File: src/rtl/xor_nibble_descrambler.sv
// xor_nibble_descrambler
// Receive-side nibble descrambler. It regenerates the sender's keystream
// with a 4-bit Fibonacci LFSR (x^4+x^3+1, period 15), seeded from `key`.
// It XORs the keystream out of each accepted nibble and delivers the
// plaintext through a one-entry output register with ready/valid handshakes.
// `out_inv` is the bitwise complement of the output register.
//
// Optional build macro: DESCR_PARITY_EN
//   When defined, the block adds input `in_par`, which carries even parity
//   over the plaintext, and output `par_err`, which is registered alongside
//   `out_data` and flags a parity mismatch for the held word.
//   When undefined, these ports and the parity logic are not present.

module xor_nibble_descrambler #(
  parameter int CNT_W = 8
) (
  input  logic             clk,
  input  logic             reset,
  input  logic             key_load,
  input  logic [3:0]       key,
  input  logic             in_valid,
  input  logic [3:0]       in_data,
  output logic             in_ready,
`ifdef DESCR_PARITY_EN
  input  logic             in_par,
  output logic             par_err,
`endif
  output logic             out_valid,
  input  logic             out_ready,
  output logic [3:0]       out_data,
  output logic [3:0]       out_inv,
  output logic [CNT_W-1:0] beat_cnt
);

  // NOKEY: no keystream seed yet, input is refused.
  // RUN: a key has been loaded at least once since reset.
  typedef enum logic {
    NOKEY = 1'b0,
    RUN   = 1'b1
  } state_t;

  state_t           state_reg;
  logic [3:0]       ks_reg;
  logic [3:0]       ks_next;
  logic [3:0]       seed_next;
  logic [3:0]       plain_next;
  logic [3:0]       out_data_reg;
  logic             out_valid_reg;
  logic [CNT_W-1:0] beat_cnt_reg;
  logic             accept;
  logic             drain;

  // Derive the seed, the next LFSR step and the recovered nibble.
  // An all-zero seed would lock the LFSR, so it is replaced by 0001.
  always_comb begin
    seed_next  = (key == 4'b0000) ? 4'b0001 : key;
    ks_next    = {ks_reg[2:0], ks_reg[3] ^ ks_reg[2]};
    plain_next = in_data ^ ks_reg;
  end

  // Space is available when a key is present, no reseed is in progress, and
  // the output register is empty or is draining this cycle. in_valid is
  // deliberately absent from this expression.
  assign in_ready = (state_reg == RUN) && !key_load && (!out_valid_reg || out_ready);
  assign accept   = in_valid && in_ready;
  assign drain    = out_valid_reg && out_ready;

  // Run the key FSM, the LFSR, the beat counter and the output register.
  // A reseed leaves any pending output untouched: that word was decoded
  // with the old keystream and drains normally.
  always_ff @(posedge clk) begin
    if (reset) begin
      state_reg     <= NOKEY;
      ks_reg        <= 4'b0001;
      beat_cnt_reg  <= '0;
      out_valid_reg <= 1'b0;
      out_data_reg  <= 4'b0000;
    end else begin
      case (state_reg)
        NOKEY: begin
          if (key_load) begin
            state_reg    <= RUN;
            ks_reg       <= seed_next;
            beat_cnt_reg <= '0;
          end
        end
        RUN: begin
          if (key_load) begin
            ks_reg       <= seed_next;
            beat_cnt_reg <= '0;
          end else if (accept) begin
            ks_reg       <= ks_next;
            beat_cnt_reg <= beat_cnt_reg + CNT_W'(1);
          end
        end
        default: begin
          state_reg <= NOKEY;
        end
      endcase

      // A new beat replaces a draining beat in the same cycle, so out_valid
      // stays high and the block sustains one beat per cycle.
      if (accept) begin
        out_data_reg  <= plain_next;
        out_valid_reg <= 1'b1;
      end else if (drain) begin
        out_valid_reg <= 1'b0;
      end
    end
  end

`ifdef DESCR_PARITY_EN
  logic par_err_reg;

  // Register the parity check with the data word, so the same hold rules apply.
  always_ff @(posedge clk) begin
    if (reset) begin
      par_err_reg <= 1'b0;
    end else if (accept) begin
      par_err_reg <= (^plain_next) != in_par;
    end
  end

  assign par_err = par_err_reg;
`endif

  // The complement comes straight from the output register, one bit per lane.
  generate
    for (genvar gi = 0; gi < 4; gi++) begin : g_inv
      assign out_inv[gi] = ~out_data_reg[gi];
    end
  endgenerate

  assign out_valid = out_valid_reg;
  assign out_data  = out_data_reg;
  assign beat_cnt  = beat_cnt_reg;

endmodule

File: config.mk
export PLATFORM = sky130hd
export DESIGN_NAME = xor_nibble_descrambler
export DESIGN_NICKNAME = d
export VERILOG_FILES = /design/src/rtl/xor_nibble_descrambler.sv
export SDC_FILE = /design/constraint.sdc
export NUM_CORES = 1
export LEC_CHECK = 0
export BUFFER_PORTS_ARGS = -buffer_cell sky130_fd_sc_hd__buf_2
export CAP_MARGIN = 20
export CORE_UTILIZATION = 47
export DETAILED_ROUTE_END_ITERATION = 12
export PLACE_DENSITY = 0.77
export SETUP_SLACK_MARGIN = 0.1
export SYNTH_ARGS = -nofsm -noshare
export SYNTH_HDL_FRONTEND = slang
export SYNTH_SLANG_ARGS = --single-unit
export TNS_END_PERCENT = 20
File: constraint.sdc
create_clock -name clk -period 1.5 [get_ports clk]
set_input_delay 0.225 -clock clk [delete_from_list [all_inputs] [get_ports clk]]
set_output_delay 0.225 -clock clk [all_outputs]
set_load 0.1 [all_outputs]
Word-level counts from Yosys, hierarchy flattened --
Index checks and enable logic that the tools add are counted.
Word-level totals: register bits after elaboration 18, latch bits 0, bits in writable memories 0, memory bits (read-only) 0, output and inout port bits 18, memories 0
Cells by class: add/subtract/negate cells 1, multipliers 0, div/mod/pow operators 0, magnitude comparators 0, eq/ne operators 2, shift operators 0, muxes and demuxes 13, bitwise logic cells 7, reduce and logical (&&, ||, !) cells 10
Operator list (number):
- 8-bit two-way mux | 3
- 4-bit two-way mux | 4
- 8-bit one-hot mux with 2 select lines | 1
- 8-bit by 1-bit adder with 8-bit output, second input constant | 1
- 4-bit one-hot mux with 2 select lines | 1
- 1-bit NOT | 5
- 1-bit logical AND | 4
- 4-bit zero test | 1
- 1-bit two-way mux | 4
- 4-bit XOR | 1
- 3-bit by 2-bit != test with 1-bit output, second input constant | 1
- 1-bit zero test | 2
- 2-bit != test, second input constant | 1
- 2-bit AND reduction | 1
- 2-bit nonzero test | 1
- 1-bit logical OR | 1
- 1-bit XOR | 1

Depth between registers and ports, before layout --
Gate-level depths: netlist (run 1).
word-level depth 7, mapped depth 6, mapped depth without buffers 5

Worst setup path after synthesis (run 1) --
No wires, ideal clock.
path type reg2reg, start register beat_cnt_reg[0] (netlist: beat_cnt[0]), end register beat_cnt_reg[7] (netlist: beat_cnt[7]), setup time 70 ps, arrival time 2092 ps, data required time 1430 ps, path slack -662 ps, stages on the path, launching flop included 5, path buffers 0, period minus slack after synthesis 2162 ps, cells stage by stage dfxtp_1 > and3_4 > nand3_2 > or4_1 > a21oi_1
On the way: cells in the longest elaborated chain, start to end 4
Ends and longest elaborated chain:
- start: declaration | RTL line 49 | logic [CNT_W-1:0] beat_cnt_reg;
- start signal: assignment | RTL line 93 | beat_cnt_reg <= beat_cnt_reg + CNT_W'(1);
- 8-bit by 1-bit adder with 8-bit output | RTL line 93
- 8-bit two-way mux | RTL line 91 | end else if (accept) begin
- 8-bit two-way mux | RTL line 88 | if (key_load) begin
- 8-bit one-hot mux with 2 select lines | RTL line 79 | case (state_reg)
Every way passes these cells. The select of a mux whose other input is x is not followed. A chain may end at the register's enable or synchronous reset.

Worst setup path in the final report (run 1) --
start register state_reg, end output in_ready
On the way: cells in the longest elaborated chain, start to end 2
Ends and longest elaborated chain:
- start: declaration | RTL line 42 | state_t state_reg;
- start signal: assignment | RTL line 73 | state_reg <= NOKEY;
- start signal: assignment | RTL line 82 | state_reg <= RUN;
- start signal: assignment | RTL line 97 | state_reg <= NOKEY;
- 1-bit logical AND (2 in a row) | RTL line 64 | assign in_ready = (state_reg == RUN) && !key_load && (!out_valid_reg || out_ready);
- end: declaration | RTL line 23 | output logic in_ready,
Every way passes these cells.

==> results of run 1 <==
worst min path at each step:
stage          slack (ps)                       end                     start
2_1_floorplan         320    ks_reg[0]$_SDFFE_PP1P_                     reset
3_3_place_gp          460  beat_cnt[3]$_SDFFE_PP0P_  beat_cnt[3]$_SDFFE_PP0P_
3_5_place_dp          480  beat_cnt[6]$_SDFFE_PP0P_  beat_cnt[6]$_SDFFE_PP0P_
4_1_cts               220  out_data[2]$_SDFFE_PP0P_                in_data[2]
5_1_grt               210  out_data[1]$_SDFFE_PP0P_                in_data[1]
6_report              220  out_data[1]$_SDFFE_PP0P_                in_data[1]
cell families after synthesis:
group / count (synthesis) / share of synthesized area [%]
adder cells (fa/ha/maj): 1 / 1.50
multiplexers: 3 / 3.60
buffers and inverters: 10 / 5.70
flip-flops: 18 / 43.2
AO/OA/AOI/OAI: 23 / 18.1
AND/OR/NAND/NOR: 32 / 20.5
XOR/XNOR: 7 / 7.35
metal layers:
layer	vias to the layer above	global-route usage (%)	wire length (microns)
li1	398	-	-
met1	335	27.0	847
met2	31	39.1	954
met3	2	3.67	108
met4	0	9.09	19
met5	-	0	0
cells in the final DEF, fill, tap and decap left out, types with 2 or more instances in the layout:
master / synthesis / routed
a211oi_1: 7 / 7
a21oi_1: 8 / 8
a311oi_1: 2 / 2
and3_2: 1 / 2
buf_2: 1 / 29
buf_4: 2 / 3
clkbuf_4: 0 / 3
clkinvlp_4: 0 / 4
dfxtp_1: 18 / 5
dfxtp_2: 0 / 7
dfxtp_4: 0 / 6
mux2i_1: 3 / 3
nand2_1: 4 / 4
nand3_1: 3 / 3
nor2_1: 11 / 11
o21ai_0: 2 / 2
xnor2_1: 5 / 5
xor2_1: 2 / 2
power groups by stage:
stage / Sequential (W) / Combinational (W) / Clock [W]
after floorplan: 0.000565 / 0.000121 / 0
after global placement: 0.000517 / 0.000216 / 0
after detailed placement: 0.000519 / 0.000219 / 0
after CTS: 0.000509 / 0.000225 / 0.000300
after global routing: 0.000511 / 0.000240 / 0.000327
final: 0.000509 / 0.000225 / 0.000294
tightest hold or removal path, stage by stage:
cell and delay [ps]:
buf_2 80, xnor2_1 100, a211oi_1 60
per-stage QoR:
| stage | power [W] | TNS, ps | hold slack, ps | std cells | util, % |
|---|---|---|---|---|---|
| after floorplan | 0.000686 | -2.89 | 322 | 94 | - |
| after global placement | 0.000733 | 0 | 458 | 136 | 67.5 |
| after detailed placement | 0.000739 | 0 | 479 | 136 | 67.5 |
| after CTS | 0.00103 | 0 | 217 | 141 | 71.0 |
| after global routing | 0.00108 | 0 | 215 | 141 | 71.1 |
| final | 0.00103 | 0 | 222 | 141 | 71.1 |
cell type report:
cell class	count	area (sq um)
multi-input cells	66	455
fillers	125	455
flip-flops and latches	18	392
repair buffers	33	188
clock buffers	4	36.3
inverters	4	30.0
well taps	16	20.0
repair_timing:
action | in CTS | in global routing
setup endpoints to repair | 6 | 4
endpoints found under the hold margin | 0 | 0
buffers inserted | 1 | 0
gates resized for setup | 4 | 1
==> flow_metrics.env, run 1 <==
export IMPL_portBuffers=30
export IMPL_die_width_microns=44.1
export IMPL_clkPwrFrac_pct=28.6
export IMPL_synth_cells=94
export IMPL_crit_chain="nor2b_4, and2_2, buf_12"
export IMPL_syn_to_final_growth_pct=34.3
export IMPL_die_area_sq_um=1950
export IMPL_hold_class="in -> reg"
export IMPL_routed_wl_mm=1.93
export IMPL_grt_overflow=0
export IMPL_final_setup_worst_slack_ps=121
export IMPL_clkLatencyLatePin_ps=290
export IMPL_max_freq_ghz=0.725
export IMPL_finalHoldViolations=0
export IMPL_drtIter0Drc=21
export IMPL_postPlaceCellArea_sq_um=1060
export IMPL_p_int_w=0.000706
export IMPL_startpoint="state_reg$_SDFF_PP0_"
export IMPL_synth_common_cells="18 x dfxtp_1, 11 x nor2_1, 8 x a21oi_1, 7 x a211oi_1, 5 x xnor2_1"
export IMPL_cellLeakagePower_nw=0.441
export IMPL_final_max_slew_viol_count=0
export IMPL_largest_register_ffs=8
export IMPL_syn_avg_cell_area_sq_um=8.88
export IMPL_p_per_area_nw_per_um2=917
export IMPL_pwr_share_comb_pct=21.9
export IMPL_synth_flop_cell="dfxtp_1"
export IMPL_final_area_sq_um=1120
export IMPL_synth_distinct_cells=35
export IMPL_maxCapViolCount=0
export IMPL_drt_pass1_iterations=8
export IMPL_initial_core_util_pct=52.9
export IMPL_post_route_min_period_ps=1380
export IMPL_violations="DRC"
export IMPL_reg2reg_slack_ps=160
export IMPL_tightest_slew_ps=504
export IMPL_viasPerCell=5.43
export IMPL_seq_power_share_pct=49.5
export IMPL_finClkSkew_ps=3.45
export IMPL_rows=14
export IMPL_cp_end_kind="primary output"
export IMPL_place_hpwl_mm=1.44
export IMPL_ioPinCount=31
export IMPL_p_switching_w=0.000322
export IMPL_setup_viol=0
export IMPL_rr_endpoint="beat_cnt[6]$_SDFFE_PP0P_"
export IMPL_drcViolationCount=1
export IMPL_netlist_area_sq_um=835
export IMPL_numCtsBuffers=3
export IMPL_core_area_sq_um=1580
export IMPL_insertedDiodeCount=0
export IMPL_yosysSeqAreaShare_pct=43.2
export IMPL_cpPeakStageDelay_ps=350
export IMPL_grt_total_usage_pct=22.3
export IMPL_grt_first_pass_wirelength_mm=3.16
export IMPL_layout_nets=140
export IMPL_cp_max_fo=4
export IMPL_cp_depth=3
export IMPL_synth_seq_cells=18
export IMPL_grt_pass1_vias=711
export IMPL_r2r_cells=5
export IMPL_drive_above_1_share_pct=52.0
export IMPL_async_flop_share_pct=0
export IMPL_gp_congestion=0.766
export IMPL_clock_sink_count=18
export IMPL_crit_arrival_ps=1150
export IMPL_clkTransAtPathRegs_ps=100
export IMPL_cts_htree_levels=1
export IMPL_synthTopCellsByArea="dfxtp_1 43%, a211oi_1 6.3%, xnor2_1 5.2%"
export IMPL_ant_nets=0
export IMPL_yosysMostFrequentCell="dfxtp_1"
export IMPL_critPathTopFamily="flip-flops"
export IMPL_die_h_microns=44.1
export IMPL_status="complete, but fails checks"
export IMPL_tritoncts="built"
export IMPL_reg2reg_from="beat_cnt[1]$_SDFFE_PP0P_"
export IMPL_crit_end="in_ready"
export IMPL_syn_nets=108
export IMPL_yosys_warnings=0
export IMPL_avgRoutedWirePerCell_microns=13.7
export IMPL_rsz0062_at_grt="true"
export IMPL_clk_path_buf_depth=2
export IMPL_slew_headroom_pct=66.6
export IMPL_crit_path_top_delay_cell="dfxtp_2"
export IMPL_cp_start_kind="register"
export IMPL_yosysTopAreaCellShare_pct=43.2
export IMPL_swShare_pct=31.4
export IMPL_grt_start_max_net_pins=13
export IMPL_holdBufCountCts=0
export IMPL_via_count=766
export IMPL_grt_antenna_before_repair=0
export IMPL_cp_num_buf_inv=1
export IMPL_synth_area_leader_cell="dfxtp_1"
export IMPL_post_place_ws_ps=39.7
export IMPL_hold_depth=3
export IMPL_crit_type="reg -> out"
export IMPL_finalCritPeriodShare_pct=92.0
export IMPL_clockRootBuffer="clkbuf_4"
export IMPL_ir_worst_vdd_v=0.000617
export IMPL_synth_edff_count=0
export IMPL_required_ps=1270
Note: power is estimated with default switching activity, not from simulation.
==> inputs of run 2 (changes only) <==
--- a/config.mk
+++ b/config.mk
@@ -5,11 +5,12 @@
 export SDC_FILE = /design/constraint.sdc
 export NUM_CORES = 1
 export LEC_CHECK = 0
+export ABC_AREA = 1
 export BUFFER_PORTS_ARGS = -buffer_cell sky130_fd_sc_hd__buf_2
 export CAP_MARGIN = 20
 export CORE_UTILIZATION = 47
 export DETAILED_ROUTE_END_ITERATION = 12
-export PLACE_DENSITY = 0.77
+export PLACE_DENSITY = 0.76
 export SETUP_SLACK_MARGIN = 0.1
 export SYNTH_ARGS = -nofsm -noshare
 export SYNTH_HDL_FRONTEND = slang
==> run 2 against run 1 <==
  * Maximum frequency rose by 0.44%
  * Non-clock buffer count is 2 lower
  * Register-to-register slack gained 60 ps
  * Flip-flop and latch count unchanged
  * First-iteration DRC count shrank 38%
  * The run now ends clean
  * Synthesized cell count up 28%
  * Critical endpoint unchanged
  * Critical path type unchanged
  * Critical path depth is the same
  * Clock skew up 4.3 ps
==> flow_metrics.env, run 2 <==
export IMPL_insertedDiodeCount=0
export IMPL_layout_commonest_cell="buf_2"
export IMPL_numCtsBuffers=3
export IMPL_tightest_slew_ps=485
export IMPL_final_max_slew_viol_count=0
export IMPL_p_per_area_nw_per_um2=868
export IMPL_netlist_area_sq_um=868
export IMPL_pwr_share_comb_pct=23.5
export IMPL_drcViolationCount=0
export IMPL_final_area_sq_um=1160
export IMPL_layout_nets=168
export IMPL_drive_above_1_share_pct=38.6
export IMPL_ioPinCount=31
export IMPL_synth_distinct_cells=20
export IMPL_fin_total_pwr_w=0.00100
export IMPL_ir_worst_vdd_v=0.000628
export IMPL_syn_to_final_growth_pct=33.3
export IMPL_muxShareOfSynthArea_pct=0
export IMPL_drtIter0Drc=13
export IMPL_rows=15
export IMPL_initial_core_util_pct=50.3
export IMPL_slew_headroom_pct=67.9
export IMPL_crit_end="in_ready"
export IMPL_grt_antenna_before_repair=0
export IMPL_startpoint="state_reg$_SDFF_PP0_"
export IMPL_gp_congestion=0.846
export IMPL_synth_cells=120
export IMPL_reg2reg_from="state_reg$_SDFF_PP0_"
export IMPL_grt_start_max_net_pins=15
export IMPL_yosys_warnings=0
export IMPL_post_route_min_period_ps=1370
export IMPL_final_cell_mix="29 x buf_2, 21 x nand2_1, 16 x nor2_1"
export IMPL_rr_endpoint="beat_cnt[4]$_SDFFE_PP0P_"
export IMPL_syn_nets=134
export IMPL_hold_class="in -> reg"
export IMPL_clkPwrFrac_pct=25.9
export IMPL_clk_path_buf_depth=2
export IMPL_cellLeakagePower_nw=0.528
export IMPL_grt_pass1_vias=772
export IMPL_syn_avg_cell_area_sq_um=7.24
export IMPL_cts_htree_levels=1
export IMPL_synth_seq_cells=18
export IMPL_dp_cells=173
export IMPL_clock_sink_count=18
export IMPL_async_flop_share_pct=0
export IMPL_drt_pass1_iterations=4
export IMPL_synth_adder_area_share_pct=1.44
export IMPL_synth_edff_count=0
export IMPL_routed_wl_mm=1.98
export IMPL_place_hpwl_mm=1.51
export IMPL_yosysSeqAreaShare_pct=41.5
export IMPL_swShare_pct=35.0
export IMPL_ant_nets=0
export IMPL_synth_top_family_by_area="simple AND/OR/NAND/NOR gates"
export IMPL_finClkSkew_ps=7.76
export IMPL_die_area_sq_um=2020
export IMPL_p_switching_w=0.000351
export IMPL_yosysTopAreaCellShare_pct=41.5
export IMPL_max_freq_ghz=0.728
export IMPL_setup_viol=0
export IMPL_r2r_cells=6
export IMPL_holdBufCountCts=0
export IMPL_cp_start_kind="register"
export IMPL_finalHoldViolations=0
export IMPL_die_h_microns=45.0
export IMPL_cp_end_kind="primary output"
export IMPL_final_cells=178
export IMPL_tritoncts="built"
export IMPL_post_place_ws_ps=211
export IMPL_required_ps=1270
export IMPL_synthXorXnorAreaFrac_pct=4.03
export IMPL_postPlaceCellArea_sq_um=1110
export IMPL_core_area_sq_um=1730
export IMPL_status="finished, final reports clean"
export IMPL_portBuffers=30
export IMPL_synth_flop_cell="dfxtp_1"
export IMPL_rsz0062_at_grt="true"
export IMPL_largest_register_ffs=8
export IMPL_crit_arrival_ps=1150
export IMPL_clockRootBuffer="clkbuf_4"
export IMPL_yosysMostFrequentCell="nand2_1"
export IMPL_cp_max_fo=6
export IMPL_synth_area_leader_cell="dfxtp_1"
export IMPL_maxCapViolCount=0
export IMPL_viasPerCell=5.13
export IMPL_synth_common_cells="22 x nand2_1, 18 x dfxtp_1, 16 x inv_1, 16 x nor2_1, 12 x a21oi_1"
export IMPL_grt_overflow=0
export IMPL_seq_power_share_pct=50.6
export IMPL_grt_total_usage_pct=21.5
export IMPL_die_width_microns=45.0
export IMPL_final_setup_worst_slack_ps=127
export IMPL_grt_first_pass_wirelength_mm=3.15
export IMPL_crit_type="reg -> out"
export IMPL_synthTopCellsByArea="dfxtp_1 41%, nand2_1 9.5%, a21oi_1 6.9%"
export IMPL_reg2reg_slack_ps=220
export IMPL_clkLatencyLatePin_ps=300
export IMPL_clkTransAtPathRegs_ps=110
export IMPL_finalCritPeriodShare_pct=91.6
export IMPL_synth_compound_area_share_pct=16.7
export IMPL_p_int_w=0.000653
export IMPL_synthSimpleGateAreaFrac_pct=27.1
export IMPL_via_count=913
export IMPL_tns_ps=0
export IMPL_avgRoutedWirePerCell_microns=11.1
-- run 2: cell count changes in the layout (fill, tap and decap cells not counted), sizes merged, moves of 3 or more --
cell    before  now
nand2        4   23
inv          0   13
o21ai        2   12
a211oi       7    0
a21oi        8   14
nor2        11   17
xnor2        5    0
and3         3    0
mux2i        3    0
nand3        4    7
-- run 2: critical path, cell delays in order, from the launching register on --
cell and delay [ps]:
dfxtp_1 380, nand2_2 120, a21oi_4 160, buf_12 180
-- run 2: how the worst min path moves through the flow --
stage	depth (start not counted)	endpoint	start	slack (ps)
after global placement	2	beat_cnt[1]$_SDFFE_PP0P_	reset	460
after detailed placement	1	beat_cnt[0]$_SDFFE_PP0P_	beat_cnt[0]$_SDFFE_PP0P_	460
after CTS	2	out_valid$_SDFFE_PP0P_	reset	150
final	2	state_reg$_SDFF_PP0_	reset	140
after global routing	2	state_reg$_SDFF_PP0_	reset	140
after floorplan	1	beat_cnt[1]$_SDFFE_PP0P_	reset	280
-- run 2: final cells by class --
type / count / area (sq um)
flip-flops and latches: 18 / 393
repair buffers: 31 / 173
well taps: 25 / 31.3
clock buffers: 4 / 26.3
multi-input cells: 83 / 455
inverters: 17 / 78.8
fillers: 161 / 569
-- run 2: kinds of logic after synthesis --
group / Yosys count
AND/OR/NAND/NOR: 51
buffers and inverters: 19
AO/OA/AOI/OAI: 27
XOR/XNOR: 4
flip-flops: 18
adder cells (fa/ha/maj): 1
-- run 2: power groups by stage --
stage / registers (W) / logic [W] / clock network [W]
floorplan: 0.000570 / 0.000127 / 0
global placement: 0.000519 / 0.000226 / 0
detailed placement: 0.000519 / 0.000230 / 0
CTS: 0.000508 / 0.000231 / 0.000256
global route: 0.000511 / 0.000253 / 0.000272
finish: 0.000509 / 0.000236 / 0.000260
-- run 2: what timing repair did --
action                     in CTS  in global routing
resized for setup               1                  1
cloned                          0                  0
setup buffers                   0                  1
setup endpoints to repair       1                  5
pin swaps                       0                  1
-- run 2: layer usage --
layer | part of all wire (%) | global-route usage, % | up-vias
met5 | 0 | 0 | -
met4 | 1.9 | 10.9 | 0
met2 | 49 | 37.1 | 27
met1 | 44 | 26.2 | 427
li1 | - | - | 454
met3 | 4.7 | 2.40 | 5
-- run 2: per-stage QoR --
| stage | util (%) | hold WS (ps) |
|---|---|---|
| floorplan | - | 284 |
| global route | 67.0 | 142 |
| detailed placement | 64.4 | 459 |
| CTS | 66.1 | 147 |
| global placement | 64.4 | 459 |
| finish | 67.0 | 141 |
==> inputs of run 3 (changes only) <==
--- a/config.mk
+++ b/config.mk
@@ -8,6 +8,7 @@
 export ABC_AREA = 1
 export BUFFER_PORTS_ARGS = -buffer_cell sky130_fd_sc_hd__buf_2
 export CAP_MARGIN = 20
+export CORE_MARGIN = 2
 export CORE_UTILIZATION = 47
 export DETAILED_ROUTE_END_ITERATION = 12
 export PLACE_DENSITY = 0.76
==> run 3 against run 2 <==
  * Final cell count is 1.7% higher
  * Sequential power is essentially flat
  * Critical endpoint unchanged
  * Highest routed layer unchanged
  * First-iteration DRC count is 46% higher
  * Critical path depth unchanged
==> flow_metrics.env, run 3 (same netlist as run 2, synthesis figures left out) <==
export IMPL_status="finished, final reports clean"
export IMPL_hold_slack_ps=152
export IMPL_die_area_sq_um=2210
export IMPL_setup_viol=0
export IMPL_post_route_min_period_ps=1370
export IMPL_grt_first_pass_wirelength_mm=3.19
export IMPL_clock_sink_count=18
export IMPL_portBuffers=30
export IMPL_via_count=880
export IMPL_cpPeakStageDelay_ps=390
export IMPL_crit_chain="nand2_2, a21oi_4, buf_12"
export IMPL_cellLeakagePower_nw=0.547
export IMPL_clkTransAtPathRegs_ps=100
export IMPL_cp_start_kind="register"
export IMPL_grt_overflow=0
export IMPL_ant_nets=0
export IMPL_viasPerCell=4.86
export IMPL_tightest_slew_ps=495
export IMPL_layout_commonest_cell="buf_2"
export IMPL_clkLatencyLatePin_ps=290
export IMPL_clk_path_buf_depth=2
export IMPL_critPathTopFamily="flip-flops"
export IMPL_ioPinCount=31
export IMPL_cp_num_buf_inv=1
export IMPL_rsz0062_at_grt="true"
export IMPL_tritoncts="built"
export IMPL_drcViolationCount=0
export IMPL_core_area_sq_um=1730
export IMPL_cp_end_kind="primary output"
export IMPL_crit_type="reg -> out"
export IMPL_drtIter0Drc=19
export IMPL_cts_htree_levels=1
export IMPL_hold_class="in -> reg"
export IMPL_grt_start_max_net_pins=15
export IMPL_die_width_microns=47.0
export IMPL_final_max_slew_viol_count=0
export IMPL_insertedDiodeCount=0
export IMPL_die_h_microns=47.0
export IMPL_numCtsBuffers=3
export IMPL_finClkSkew_ps=2.41
export IMPL_rows=15
export IMPL_final_cell_mix="29 x buf_2, 21 x nand2_1, 16 x nor2_1"
export IMPL_holdBufCountCts=0
export IMPL_drive_above_1_share_pct=40.4
export IMPL_layout_nets=171
export IMPL_required_ps=1270
export IMPL_maxCapViolCount=0
export IMPL_syn_to_final_growth_pct=37.0
export IMPL_ir_worst_vdd_v=0.000555
export IMPL_avgRoutedWirePerCell_microns=11.0
export IMPL_initial_core_util_pct=50.3
export IMPL_p_per_area_nw_per_um2=878
export IMPL_tns_ps=0
export IMPL_grt_pass1_vias=768
export IMPL_grt_total_usage_pct=20.4
export IMPL_crit_arrival_ps=1150
export IMPL_gp_congestion=0.890
export IMPL_place_hpwl_mm=1.54
export IMPL_cp_max_fo=6
export IMPL_grt_antenna_before_repair=0
export IMPL_clockRootBuffer="clkbuf_4"
export IMPL_max_freq_ghz=0.729
export IMPL_slew_headroom_pct=67.2
export IMPL_largest_register_ffs=8
export IMPL_finalCritPeriodShare_pct=91.5
export IMPL_finalHoldViolations=0
export IMPL_routed_wl_mm=1.99
export IMPL_crit_path_top_delay_cell="dfxtp_1"
export IMPL_drt_pass1_iterations=5
[run 3: cell count changes in the layout (fill, tap and decap cells not counted), sizes merged]
cell | before | now
buf | 31 | 34
[run 3: cell type report]
cell class                      count  area, sq um
Fill cell                         159          537
Inverter                           17         78.8
Clock buffer                        4         36.3
Tap cell                           25         31.3
Multi-Input combinational cell     83          455
Sequential cell                    18          393
Timing Repair Buffer               34          195
[run 3: routing by layer]
layer / share of wire (%) / routed length (microns) / track usage, %
met4: 0.86 / 17 / 5.00
met1: 45 / 900 / 27.0
met3: 6.1 / 121 / 3.46
met2: 48 / 947 / 34.5
met5: 0 / 0 / 0
[run 3: what timing repair did]
action,4_1_cts,5_1_grt
gates resized for setup,1,1
endpoints found under the setup margin,1,7
buffers inserted,0,4
pin swaps,0,1
[run 3: final timing paths]
kind,depth (start not counted),slack (ps),to,startpoint
worst min-delay path,2,150,out_valid$_SDFFE_PP0P_,reset
worst min register to register,1,490,beat_cnt[0]$_SDFFE_PP0P_,beat_cnt[0]$_SDFFE_PP0P_
worst max-delay path,3,130,in_ready,state_reg$_SDFF_PP0_
worst max register to register,7,260,beat_cnt[0]$_SDFFE_PP0P_,state_reg$_SDFF_PP0_
[run 3: metrics by stage]
step	setup WS, ps	utilization, %	power [W]	instance area, sq um	cells
2_1_floorplan	123	-	0.000697	932	120
3_3_place_gp	244	64.4	0.000745	1110	173
3_5_place_dp	222	64.4	0.000750	1110	173
4_1_cts	137	66.7	0.00104	1150	177
5_1_grt	75.9	68.9	0.00109	1190	181
6_report	128	68.9	0.00105	1190	181
[run 3: report_power, final]
group	total, W	switching [W]	internal, W	leakage, nW
Combinational	0.000239	0.000175	0.0000638	0.371
Clock	0.000296	0.000148	0.000148	0.0210
Sequential	0.000511	0.0000217	0.000489	0.155
Total	0.00105	0.000345	0.000700	0.547
